--- config.mk ---
export PLATFORM = sky130hd
export DESIGN_NAME = dadda_mac_acc
export DESIGN_NICKNAME = d
export VERILOG_FILES = /design/src/rtl/dadda_mac_acc.sv
export SDC_FILE = /design/constraint.sdc
export NUM_CORES = 1
export LEC_CHECK = 0
export CAP_MARGIN = 20
export CORE_ASPECT_RATIO = 2
export CORE_UTILIZATION = 55
export CTS_BUF_LIST = sky130_fd_sc_hd__clkbuf_8 sky130_fd_sc_hd__clkbuf_16
export CTS_CLUSTER_SIZE = 25
export DETAILED_ROUTE_END_ITERATION = 10
export GPL_TIMING_DRIVEN = 0
export PLACE_DENSITY_LB_ADDON = 0.15
export SETUP_SLACK_MARGIN = 0.5
export SYNTH_ARGS = -nofsm -noshare
export SYNTH_HDL_FRONTEND = slang
export SYNTH_SLANG_ARGS = --single-unit
--- constraint.sdc ---
create_clock -name clk -period 3.3 [get_ports clk]
set_clock_uncertainty 0.1 [all_clocks]
set_input_delay 0.66 -clock clk [delete_from_list [all_inputs] [get_ports clk]]
set_output_delay 0.66 -clock clk [all_outputs]
set_load 0.05 [all_outputs]
--- src/rtl/dadda_mac_acc.sv ---
// Accumulate stage behind the 4x4 Dadda multiplier: sums LEN products per group
// and hands the sum and a per-group overflow flag downstream over valid/ready.
module dadda_mac_acc #(
    parameter int PROD_W = 8,
    parameter int ACC_W  = 16,
    parameter int LEN    = 4,
    parameter int CNT_W  = 8
) (
    input  logic              clk,
    input  logic              rst_n,
    input  logic              sclr,
    input  logic              in_valid,
    output logic              in_ready,
    input  logic [PROD_W-1:0] in_prod,
    output logic              out_valid,
    input  logic              out_ready,
    output logic [ACC_W-1:0]  out_sum,
    output logic              out_ovf,
    output logic              busy
);

    typedef enum logic {
        ST_ACC  = 1'b0,
        ST_HOLD = 1'b1
    } state_t;

    localparam logic [CNT_W-1:0] LAST_CNT = CNT_W'(LEN - 1);

    state_t             state_q, state_d;
    logic [ACC_W-1:0]   acc_q, acc_d;
    logic [CNT_W-1:0]   cnt_q, cnt_d;
    logic               ovf_acc_q, ovf_acc_d;
    logic               out_valid_q, out_valid_d;
    logic [ACC_W-1:0]   out_sum_q, out_sum_d;
    logic               out_ovf_q, out_ovf_d;

    // One extra bit on top of the accumulator captures the carry-out.
    logic [ACC_W:0]     sum_ext;
    logic               carry;

    assign sum_ext = {1'b0, acc_q} + {{(ACC_W + 1 - PROD_W){1'b0}}, in_prod};
    assign carry   = sum_ext[ACC_W];

    always_comb begin
        state_d     = state_q;
        acc_d       = acc_q;
        cnt_d       = cnt_q;
        ovf_acc_d   = ovf_acc_q;
        out_valid_d = out_valid_q;
        out_sum_d   = out_sum_q;
        out_ovf_d   = out_ovf_q;

        // Clear drops any pending result but leaves the last sum visible.
        if (sclr) begin
            state_d     = ST_ACC;
            acc_d       = '0;
            cnt_d       = '0;
            ovf_acc_d   = 1'b0;
            out_valid_d = 1'b0;
        end else begin
            case (state_q)
                ST_ACC: begin
                    if (in_valid) begin
                        if (cnt_q == LAST_CNT) begin
                            out_sum_d   = sum_ext[ACC_W-1:0];
                            out_ovf_d   = ovf_acc_q | carry;
                            out_valid_d = 1'b1;
                            acc_d       = '0;
                            cnt_d       = '0;
                            ovf_acc_d   = 1'b0;
                            state_d     = ST_HOLD;
                        end else begin
                            acc_d     = sum_ext[ACC_W-1:0];
                            ovf_acc_d = ovf_acc_q | carry;
                            cnt_d     = cnt_q + CNT_W'(1);
                        end
                    end
                end
                ST_HOLD: begin
                    if (out_ready) begin
                        out_valid_d = 1'b0;
                        state_d     = ST_ACC;
                    end
                end
                default: state_d = ST_ACC;
            endcase
        end
    end

    always_ff @(posedge clk or negedge rst_n) begin
        if (!rst_n) begin
            state_q     <= ST_ACC;
            acc_q       <= '0;
            cnt_q       <= '0;
            ovf_acc_q   <= 1'b0;
            out_valid_q <= 1'b0;
            out_sum_q   <= '0;
            out_ovf_q   <= 1'b0;
        end else begin
            state_q     <= state_d;
            acc_q       <= acc_d;
            cnt_q       <= cnt_d;
            ovf_acc_q   <= ovf_acc_d;
            out_valid_q <= out_valid_d;
            out_sum_q   <= out_sum_d;
            out_ovf_q   <= out_ovf_d;
        end
    end

    assign in_ready  = (state_q == ST_ACC);
    assign out_valid = out_valid_q;
    assign out_sum   = out_sum_q;
    assign out_ovf   = out_ovf_q;
    assign busy      = (cnt_q != '0) || out_valid_q;

endmodule

**Word level (Yosys, flattened, before mapping)**

Cells that the tools add are included.

- Output and inout port bits: 20
- Word-level logic and storage cells: 45
- Bits in registers: 44

- Reductions and logical operators: 6
- Mux-type cells: 22
- Bitwise logic cells: 3
- Equality and inequality tests: 5
- $add $sub $neg: 2

Operators with widths:

| cell | count |
|---|---|
| $mux 16 | 4 |
| $mux 8 | 4 |
| $add 16x8->17 | 1 |
| $mux 1 | 12 |
| $add 8x1->8 const B | 1 |
| $eq 8x2->1 const B | 1 |
| $reduce_bool 8->1 | 1 |
| $ne 3x3->1 const B | 2 |
| $pmux 1 s2 | 2 |
| $reduce_and 4->1 | 1 |
| $ne 3x2->1 const B | 1 |
| $reduce_and 3->1 | 1 |
| $ne 2x2->1 const B | 1 |
| $not 1->1 | 2 |
| $reduce_and 2->1 | 1 |
| $reduce_bool 2->1 | 1 |
| $logic_or 1x1->1 | 1 |
| $or 1x1->1 | 1 |

**Longest topological paths before layout**

Gate-level depths: netlist of run 1.

- Depth after elaboration: 6
- Depth in mapped cells: 7
- Gate-level depth less buffers: 7

**Worst setup path before layout of run 1**

OpenSTA, ideal clock, no wires.

- Kind: input to register
- Start point: input port in_prod[0]
- End point: register out_sum_q[12], in the netlist out_sum[12]
- Arrival: 2.247 ns
- Data required time: 3.072 ns
- Cell stages on the path: 7
- Buffers on the path: 0
- Setup slack: 0.825 ns
- Setup time: 0.128 ns
- Cell sequence: ha_1 -> fa_1 -> a211oi_1 -> o211a_1 -> nor3_1 -> xor2_1 -> mux2_1

- Longest elaborated chain between the ends: 1

RTL lines:

| item | RTL line | text |
|---|---|---|
| from (decl) | 14 | `input logic [PROD_W-1:0] in_prod,` |
| $add 16x8->17 | 41 | `assign sum_ext = {1'b0, acc_q} + {{(ACC_W + 1 - PROD_W){1'b0}}, in_prod};` |
| to (signal assigned) | 105 | `out_sum_q <= out_sum_d;` |
| to (decl) | 34 | `logic [ACC_W-1:0] out_sum_q, out_sum_d;` |

Every way passes these cells.
A chain may end at the register's enable or synchronous reset.

**Final worst setup path of run 1**

Same ends and word-level chain as after synthesis.

==> impl_metrics.sql, run 1 <==
INSERT INTO impl_metrics (metric_group, metric, value, unit) VALUES
('synthesis', 'synth.yosys.seq_area_share', '46.5', '%'),
('synthesis', 'synth_cell_types', '46', ''),
('flow_run', 'drv.max_cap_violation_count', '0', ''),
('power_and_ir_drop', 'peakVddDrop', '0.407', 'mV'),
('floorplanning', 'die_x', '48.4', 'um'),
('global_route', 'antenna_violations_before_repair', '0', ''),
('synthesis', 'commonest_cells_in_the_synthesized_netlist', '44 x sky130_fd_sc_hd__dfrtp_1, 22 x sky130_fd_sc_hd__nand2_1, 22 x sky130_fd_sc_hd__o21ai_1, 15 x sky130_fd_sc_hd__a21oi_1', ''),
('route', 'drt.antenna.violating_nets', '0', ''),
('clocking', 'cts_max_path_buffers', '2', ''),
('floorplanning', 'floorplan.die.height', '94.8', 'um'),
('placed_design', 'detailedPlacementHpwl', '3.72', 'mm'),
('route', 'viasPerCell', '5.68', ''),
('clocking', 'cts_tree', 'done', ''),
('sta', 'setup-tns-final', '0', 'ns'),
('power_and_ir_drop', 'power.density_cell_area', '471', 'nW/um^2'),
('worst_setup_path', 'timing_worst_setup_path_type', 'input port to flip-flop', ''),
('route', 'routed_wire_length_per_instance', '15.3', 'um'),
('floorplanning', 'number_of_core_rows', '33', ''),
('global_route', 'grt_start_max_net_pins', '33', ''),
('synthesis', 'synth.top_cells.by_area', 'sky130_fd_sc_hd__dfrtp_1 46%, sky130_fd_sc_hd__ha_1 5.3%, sky130_fd_sc_hd__o21ai_1 4.6%', ''),
('worst_setup_path', 'ff2ff_setup_slack', '0.98', 'ns'),
('clocking', 'path_clk_slew', '0.08', 'ns'),
('global_route', 'grtUsageMet3', '3.06', '%'),
('finish', 'antennaDiodeCount', '0', ''),
('sta', 'max_freq', '0.369', 'GHz'),
('finish', 'final_layout_size_suffix_gt1_share', '9.59', '%'),
('synthesis', 'ys.flop_type', 'sky130_fd_sc_hd__dfrtp_1', ''),
('synthesis', 'synthesis.area', '2370', 'um^2'),
('global_route', 'globalRouteMet2Util', '45.8', '%'),
('global_route', 'grt_pass1_vias', '1800', ''),
('global_route', 'grt.total_usage', '24.1', '%'),
('worst_setup_path', 'cp_data_required_time', '3.38', 'ns'),
('clocking', 'cts_max_level', '2', ''),
('floorplanning', 'core_region_area', '4130', 'um^2'),
('synthesis', 'postSynthAreaPerCell', '10.3', 'um^2'),
('clocking', 'cts_root_buffer', 'sky130_fd_sc_hd__clkbuf_8', ''),
('route', 'wl', '4.95', 'mm'),
('floorplanning', 'starting_utilization_of_the_core_area', '57.4', '%'),
('worst_setup_path', 'cp_max_fo', '4', ''),
('clocking', 'clock_insertion_delay_worst_skew', '0.29', 'ns'),
('clocking', 'clkSinkCount', '44', ''),
('placed_design', 'placement.setup.worst_slack', '0.170', 'ns'),
('route', 'number_of_optimization_iterations_in_the_first_detailed_route_pass', '4', ''),
('sta', 'rsz_0062_raised_after_global_routing', 'yes', ''),
('placed_design', 'placement.io_buffers', '31', ''),
('worst_setup_path', 'regToRegStartpoint', 'acc_q[0]', ''),
('outcome', 'run_status', 'completed', ''),
('finish', 'final_design_area_no_fill', '2880', 'um^2'),
('global_route', 'global_route.peak_usage_layer', 'met2', ''),
('global_route', 'grt_first_pass_wirelength', '8.36', 'mm'),
('sta', 'tightestPinTransition', '0.658', 'ns'),
('placed_design', 'routabilityCongestion', '0.844', ''),
('clocking', 'cts.hold.buffers_added', '0', ''),
('worst_setup_path', 'setup.worst_path.start_class', 'input port', ''),
('clocking', 'tritoncts_buffer_count', '5', ''),
('power_and_ir_drop', 'post-layout-total-power', '1.35', 'mW'),
('power_and_ir_drop', 'power.leakage', '1.28', 'nW'),
('worst_setup_path', 'worst_r2r_endpoint', 'out_sum[12]', ''),
('sta', 'timing.final.setup_violations', '0', ''),
('worst_setup_path', 'cp.arrival', '2.79', 'ns'),
('synthesis', 'number_of_nets_produced_by_synthesis', '253', ''),
('route', 'num_vias', '1834', ''),
('synthesis', 'ys_seq_elements', '44', ''),
('finish', 'layout.nets', '294', ''),
('synthesis', 'synth_top_area_cell', 'sky130_fd_sc_hd__dfrtp_1', ''),
('min_path', 'min-delay-path-class', 'input port to async pin', ''),
('placed_design', 'cell_area_placed', '2760', 'um^2'),
('sta', 'maxSlewHeadroom', '55.9', '%'),
('finish', 'fillCellCount', '326', ''),
('route', 'drtIter0Drc', '24', ''),
('sta', 'final_critical_path_setup_slack', '0.588', 'ns');
-- report_power, final --
group	switching, mW	internal (mW)
clock network	0.175	0.165
registers	0.0305	0.584
logic	0.242	0.159
-- cell usage in the layout (no fill, tap or decap), types with 2 or more instances in the layout --
master,count
sky130_fd_sc_hd__a211oi_1,2
sky130_fd_sc_hd__a21o_1,3
sky130_fd_sc_hd__a21oi_1,15
sky130_fd_sc_hd__a22o_1,8
sky130_fd_sc_hd__a22oi_1,2
sky130_fd_sc_hd__a31oi_1,3
sky130_fd_sc_hd__and3_1,5
sky130_fd_sc_hd__buf_2,3
sky130_fd_sc_hd__buf_4,3
sky130_fd_sc_hd__clkbuf_1,3
sky130_fd_sc_hd__clkbuf_8,6
sky130_fd_sc_hd__clkdlybuf4s50_1,29
sky130_fd_sc_hd__dfrtp_1,44
sky130_fd_sc_hd__ha_1,10
sky130_fd_sc_hd__inv_1,10
sky130_fd_sc_hd__mux2_1,8
sky130_fd_sc_hd__nand2_1,22
sky130_fd_sc_hd__nand2_2,2
sky130_fd_sc_hd__nand3_1,3
sky130_fd_sc_hd__nor2_1,10
sky130_fd_sc_hd__nor3_1,4
sky130_fd_sc_hd__nor3_2,2
sky130_fd_sc_hd__o211ai_1,3
sky130_fd_sc_hd__o21ai_0,4
sky130_fd_sc_hd__o21ai_1,22
sky130_fd_sc_hd__o22ai_1,3
sky130_fd_sc_hd__o31ai_1,3
sky130_fd_sc_hd__or3_1,3
sky130_fd_sc_hd__xnor2_1,7
sky130_fd_sc_hd__xor2_1,8
-- critical path, delay by kind of cell --
kind | cells | cell delay, ns
fa+ha+maj | 2 | 0.70
compound gates | 2 | 0.48
buf+inv | 1 | 0.40
mux | 1 | 0.30
xor+xnor | 1 | 0.15
simple gates | 1 | 0.10
-- flip-flops by register name (all words and copies together) (netlist names) --
register / cells
acc_q: 16
out_sum: 16
cnt_q: 8
out_ovf: 1
out_valid: 1
ovf_acc_q: 1
state_q: 1
-- worst max path at each step --
stage	cells after the start	slack, ns	end	startpoint
final	8	0.59	out_sum[12]	in_prod[0]
after global routing	8	0.45	out_sum[12]	in_prod[0]
after CTS	4	0.52	busy	cnt_q[5]
after detailed placement	8	0.17	out_sum[12]	in_prod[0]
after global placement	8	0.23	out_sum[12]	in_prod[0]
after floorplan	7	0.83	out_sum[12]	in_prod[0]
-- layout make-up --
| class | instances | area (um^2) | area share (%) |
|---|---|---|---|
| flip-flops and latches | 44 | 1100 | 38.3 |
| well taps | 52 | 65.1 | 2.26 |
| plain buffers | 6 | 35.0 | 1.22 |
| clock inverters | 2 | 7.51 | 0.261 |
| clock buffers | 6 | 82.6 | 2.87 |
| inverters | 8 | 30.0 | 1.04 |
| multi-input cells | 171 | 1220 | 42.4 |
| repair buffers | 34 | 335 | 11.7 |
-- cell families (layout without fill, tap and decap cells) --
family	count (synthesis)	in the layout	share of synthesized area [%]
simple gates	62	62	14.3
flops	44	44	46.5
fa+ha+maj	11	11	6.12
buf+inv	14	56	2.75
compound gates	73	73	20.0
xor+xnor	15	15	5.54
mux	10	10	4.86
-- per-stage QoR --
step	instances	utilization, %
detailed placement	313	66.8
global placement	312	66.5
CTS	321	69.2
finish	323	69.7
global route	323	69.7
floorplan	229	-
-- metal layers --
metal / wire [um] / vias to the layer above
met1: 1980 / 884
met5: 0 / -
met3: 95 / 11
li1: - / 912
met4: 124 / 0
met2: 2750 / 27
-- timing repair --
item,4_1_cts,5_1_grt
endpoints found under the setup margin,2,3
pin swaps,0,0
resized for setup,4,4
buffers inserted,0,2
Power figures use the tool's default switching activity.
==> inputs of run 2 (changes only) <==
--- a/config.mk
+++ b/config.mk
@@ -7,7 +7,7 @@
 export LEC_CHECK = 0
 export CAP_MARGIN = 20
 export CORE_ASPECT_RATIO = 2
-export CORE_UTILIZATION = 55
+export CORE_UTILIZATION = 49
 export CTS_BUF_LIST = sky130_fd_sc_hd__clkbuf_8 sky130_fd_sc_hd__clkbuf_16
 export CTS_CLUSTER_SIZE = 25
 export DETAILED_ROUTE_END_ITERATION = 10
==> constraint.sdc (replaced) <==
create_clock -name clk -period 2.42 [get_ports clk]
set_clock_uncertainty 0.1 [all_clocks]
set_input_delay 0.484 -clock clk [delete_from_list [all_inputs] [get_ports clk]]
set_output_delay 0.484 -clock clk [all_outputs]
set_load 0.05 [all_outputs]
==> run 2 against run 1 <==
  * Die area rose by 12%
  * Sequential share of layout area fell by 6.3 points
  * Sequential power rose by 39%
  * Critical path depth fell by 4
  * First-iteration DRC count rose to 2.8 times the previous value
  * Clock power rose by 44%
  * Count of clock-buffer cells in the layout did not move
  * Global-route usage rose by 3.7 points
  * Non-clock buffer count rose by 30
  * Wire length rose by 33%
  * Register-to-register slack got worse by 0.80 ns
  * Largest cell class unchanged
  * Highest routed layer unchanged
==> impl_metrics.sql, run 2 (synthesis results as in run 1) <==
INSERT INTO impl_metrics (metric_group, metric, value, unit) VALUES
('outcome', 'run_status', 'completed', ''),
('worst_setup_path', 'crit_family', 'simple AND/OR/NAND/NOR gates', ''),
('clocking', 'cts_max_path_buffers', '2', ''),
('global_route', 'final_global_route_overflow_total', '0', ''),
('floorplanning', 'die_x', '51.2', 'um'),
('power_and_ir_drop', 'peakVddDrop', '0.505', 'mV'),
('floorplanning', 'starting_utilization_of_the_core_area', '51.1', '%'),
('min_path', 'worstHoldStart', 'out_sum[1]', ''),
('worst_setup_path', 'slowest_delay', '0.56', 'ns'),
('route', 'routed_wire_length_per_instance', '18.5', 'um'),
('power_and_ir_drop', 'p_switching', '0.737', 'mW'),
('sta', 'crit_share_post_route', '93.9', '%'),
('power_and_ir_drop', 'power_share_of_the_combinational_group', '35.9', '%'),
('power_and_ir_drop', 'internal-power', '1.35', 'mW'),
('finish', 'most_frequent_standard_cell_in_the_layout_excluding_fill_and_tap_cells', 'sky130_fd_sc_hd__dfrtp_1', ''),
('floorplanning', 'floorplan.die.height', '100', 'um'),
('route', 'drc', '0', ''),
('global_route', 'grt_pass1_vias', '2172', ''),
('power_and_ir_drop', 'post-layout-total-power', '2.09', 'mW'),
('power_and_ir_drop', 'power.leakage', '1.59', 'nW'),
('min_path', 'min-delay-path-class', 'flip-flop to flip-flop', ''),
('route', 'drt.antenna.violating_nets', '0', ''),
('worst_setup_path', 'setup.worst_path.end_class', 'primary output', ''),
('worst_setup_path', 'setup.worst_path.start_class', 'flip-flop', ''),
('finish', 'antennaDiodeCount', '0', ''),
('route', 'viasPerCell', '5.89', ''),
('sta', 'max_freq', '0.440', 'GHz'),
('min_path', 'hold_path_end', 'out_sum[1]', ''),
('power_and_ir_drop', 'seq_power_share', '40.8', '%'),
('clocking', 'clock_insertion_delay_worst_skew', '0.30', 'ns'),
('worst_setup_path', 'cell_with_the_largest_stage_delay_on_the_worst_path', 'sky130_fd_sc_hd__or4_4', ''),
('sta', 'rsz_0062_raised_after_global_routing', 'yes', ''),
('power_and_ir_drop', 'power.clock.fraction', '23.3', '%'),
('worst_setup_path', 'path_buf_inv', '1', ''),
('placed_design', 'placement.setup.worst_slack', '-0.408', 'ns'),
('finish', 'area_delta_synth_final', '45.1', '%'),
('floorplanning', 'core_region_area', '4640', 'um^2'),
('sta', 'hold_violations', '0', ''),
('min_path', 'hold_path_depth', '1', ''),
('global_route', 'grt_start_max_net_pins', '32', ''),
('finish', 'mostFrequentLayoutCells', '44 x sky130_fd_sc_hd__dfrtp_1, 25 x sky130_fd_sc_hd__dlygate4sd2_1, 23 x sky130_fd_sc_hd__buf_4', ''),
('finish', 'layout.nets', '324', ''),
('sta', 'whs', '0.387', 'ns'),
('sta', 'final_critical_path_setup_slack', '0.147', 'ns'),
('worst_setup_path', 'cp_data_required_time', '1.84', 'ns'),
('placed_design', 'routabilityCongestion', '0.799', ''),
('clocking', 'tritoncts_buffer_count', '5', ''),
('worst_setup_path', 'timing_worst_setup_path_type', 'flip-flop to primary output', ''),
('global_route', 'antenna_violations_before_repair', '0', ''),
('route', 'wl', '6.59', 'mm'),
('worst_setup_path', 'regToRegStartpoint', 'acc_q[0]', ''),
('global_route', 'grt_first_pass_wirelength', '10.3', 'mm'),
('worst_setup_path', 'reg2regPathDepth', '8', ''),
('clocking', 'clkSinkCount', '44', ''),
('clocking', 'path_clk_slew', '0.08', 'ns'),
('floorplanning', 'number_of_core_rows', '35', ''),
('sta', 'timing.final.setup_violations', '0', ''),
('worst_setup_path', 'ff2ff_setup_slack', '0.18', 'ns'),
('worst_setup_path', 'cp_max_fo', '2', ''),
('clocking', 'cts_max_level', '2', ''),
('clocking', 'cts_root_buffer', 'sky130_fd_sc_hd__clkbuf_8', ''),
('sta', 'shortest_period_the_worst_path_allows', '2.27', 'ns'),
('finish', 'final_layout_size_suffix_gt1_share', '30.9', '%'),
('route', 'num_vias', '2098', ''),
('route', 'number_of_optimization_iterations_in_the_first_detailed_route_pass', '4', ''),
('worst_setup_path', 'critical_path.cell_chain', 'or4_4 -> nor3_4 -> nand3_4 -> buf_6', ''),
('floorplanning', 'num_io_pins', '33', ''),
('floorplanning', 'die_outline_area', '5140', 'um^2'),
('placed_design', 'detailedPlacementHpwl', '4.11', 'mm'),
('clocking', 'cts_tree', 'done', ''),
('flow_run', 'drv.max_cap_violation_count', '0', ''),
('power_and_ir_drop', 'netSwitchingFraction', '35.2', '%'),
('sta', 'maxSlewHeadroom', '55.8', '%'),
('sta', 'max_slew_vio_count', '0', ''),
('sta', 'tightestPinTransition', '0.663', 'ns'),
('placed_design', 'placement.io_buffers', '31', ''),
('global_route', 'grt.total_usage', '27.9', '%'),
('power_and_ir_drop', 'power.density_cell_area', '608', 'nW/um^2'),
('worst_setup_path', 'cp.arrival', '1.69', 'ns'),
('worst_setup_path', 'worst_r2r_endpoint', 'acc_q[8]', ''),
('route', 'drtIter0Drc', '67', '');
-- run 2: final cells by class --
class / count / area [um^2]
clock buffers: 6 / 82.6
repair buffers: 64 / 569
well taps: 55 / 68.8
clock inverters: 2 / 10.0
multi-input cells: 171 / 1530
plain buffers: 6 / 48.8
flip-flops and latches: 44 / 1100
fillers: 320 / 1200
inverters: 8 / 30.0
-- run 2: power by group through the flow --
stage                     logic [mW]  clock network (mW)  registers, mW
final                          0.751               0.487          0.853
after global placement         0.555                   0          0.854
after floorplan                0.266                   0          0.971
after CTS                      0.693               0.495          0.848
after detailed placement       0.566                   0          0.856
after global routing           0.795               0.515          0.861
-- run 2: what timing repair did --
item | in CTS | in global routing
hold endpoints to repair | 13 | 0
buffers inserted | 24 | 6
gates resized for setup | 76 | 14
hold buffers | 1 | 0
gates cloned | 1 | 0
pin swaps | 23 | 12
endpoints found under the setup margin | 60 | 43
-- run 2: worst max path at each step --
stage / start / to / cells after the start
after CTS: cnt_q[3] / busy / 4
after global routing: cnt_q[4] / busy / 4
after floorplan: in_prod[0] / out_sum[12] / 7
after global placement: rst_n / out_sum[0] / 1
after detailed placement: in_prod[0] / out_sum[12] / 8
final: cnt_q[4] / busy / 4
-- run 2: through the flow --
step / area (um^2) / setup TNS (ns) / std cells / utilization (%)
after detailed placement: 2860 / -5.39 / 316 / 61.5
after CTS: 3330 / 0 / 350 / 71.7
after global routing: 3440 / 0 / 356 / 74.1
final: 3440 / 0 / 356 / 74.1
after global placement: 2840 / -26.15 / 315 / 61.2
after floorplan: 2460 / 0 / 229 / -
-- run 2: routing by layer --
layer / wire length [um] / up-vias / global-route usage [%] / part of all wire, %
li1: - / 974 / - / -
met2: 3870 / 49 / 52.1 / 59
met1: 2330 / 1058 / 27.2 / 35
met4: 234 / 0 / 17.7 / 3.5
met3: 162 / 17 / 3.48 / 2.5
met5: 0 / - / 0 / 0
==> inputs of run 3 (changes only) <==
--- a/config.mk
+++ b/config.mk
@@ -14,6 +14,7 @@
 export GPL_TIMING_DRIVEN = 0
 export PLACE_DENSITY_LB_ADDON = 0.15
 export SETUP_SLACK_MARGIN = 0.5
+export SLEW_MARGIN = 20
 export SYNTH_ARGS = -nofsm -noshare
 export SYNTH_HDL_FRONTEND = slang
 export SYNTH_SLANG_ARGS = --single-unit
==> results of run 3 <==
Same layout as run 2: the final DEF is identical, and so are final timing and power.
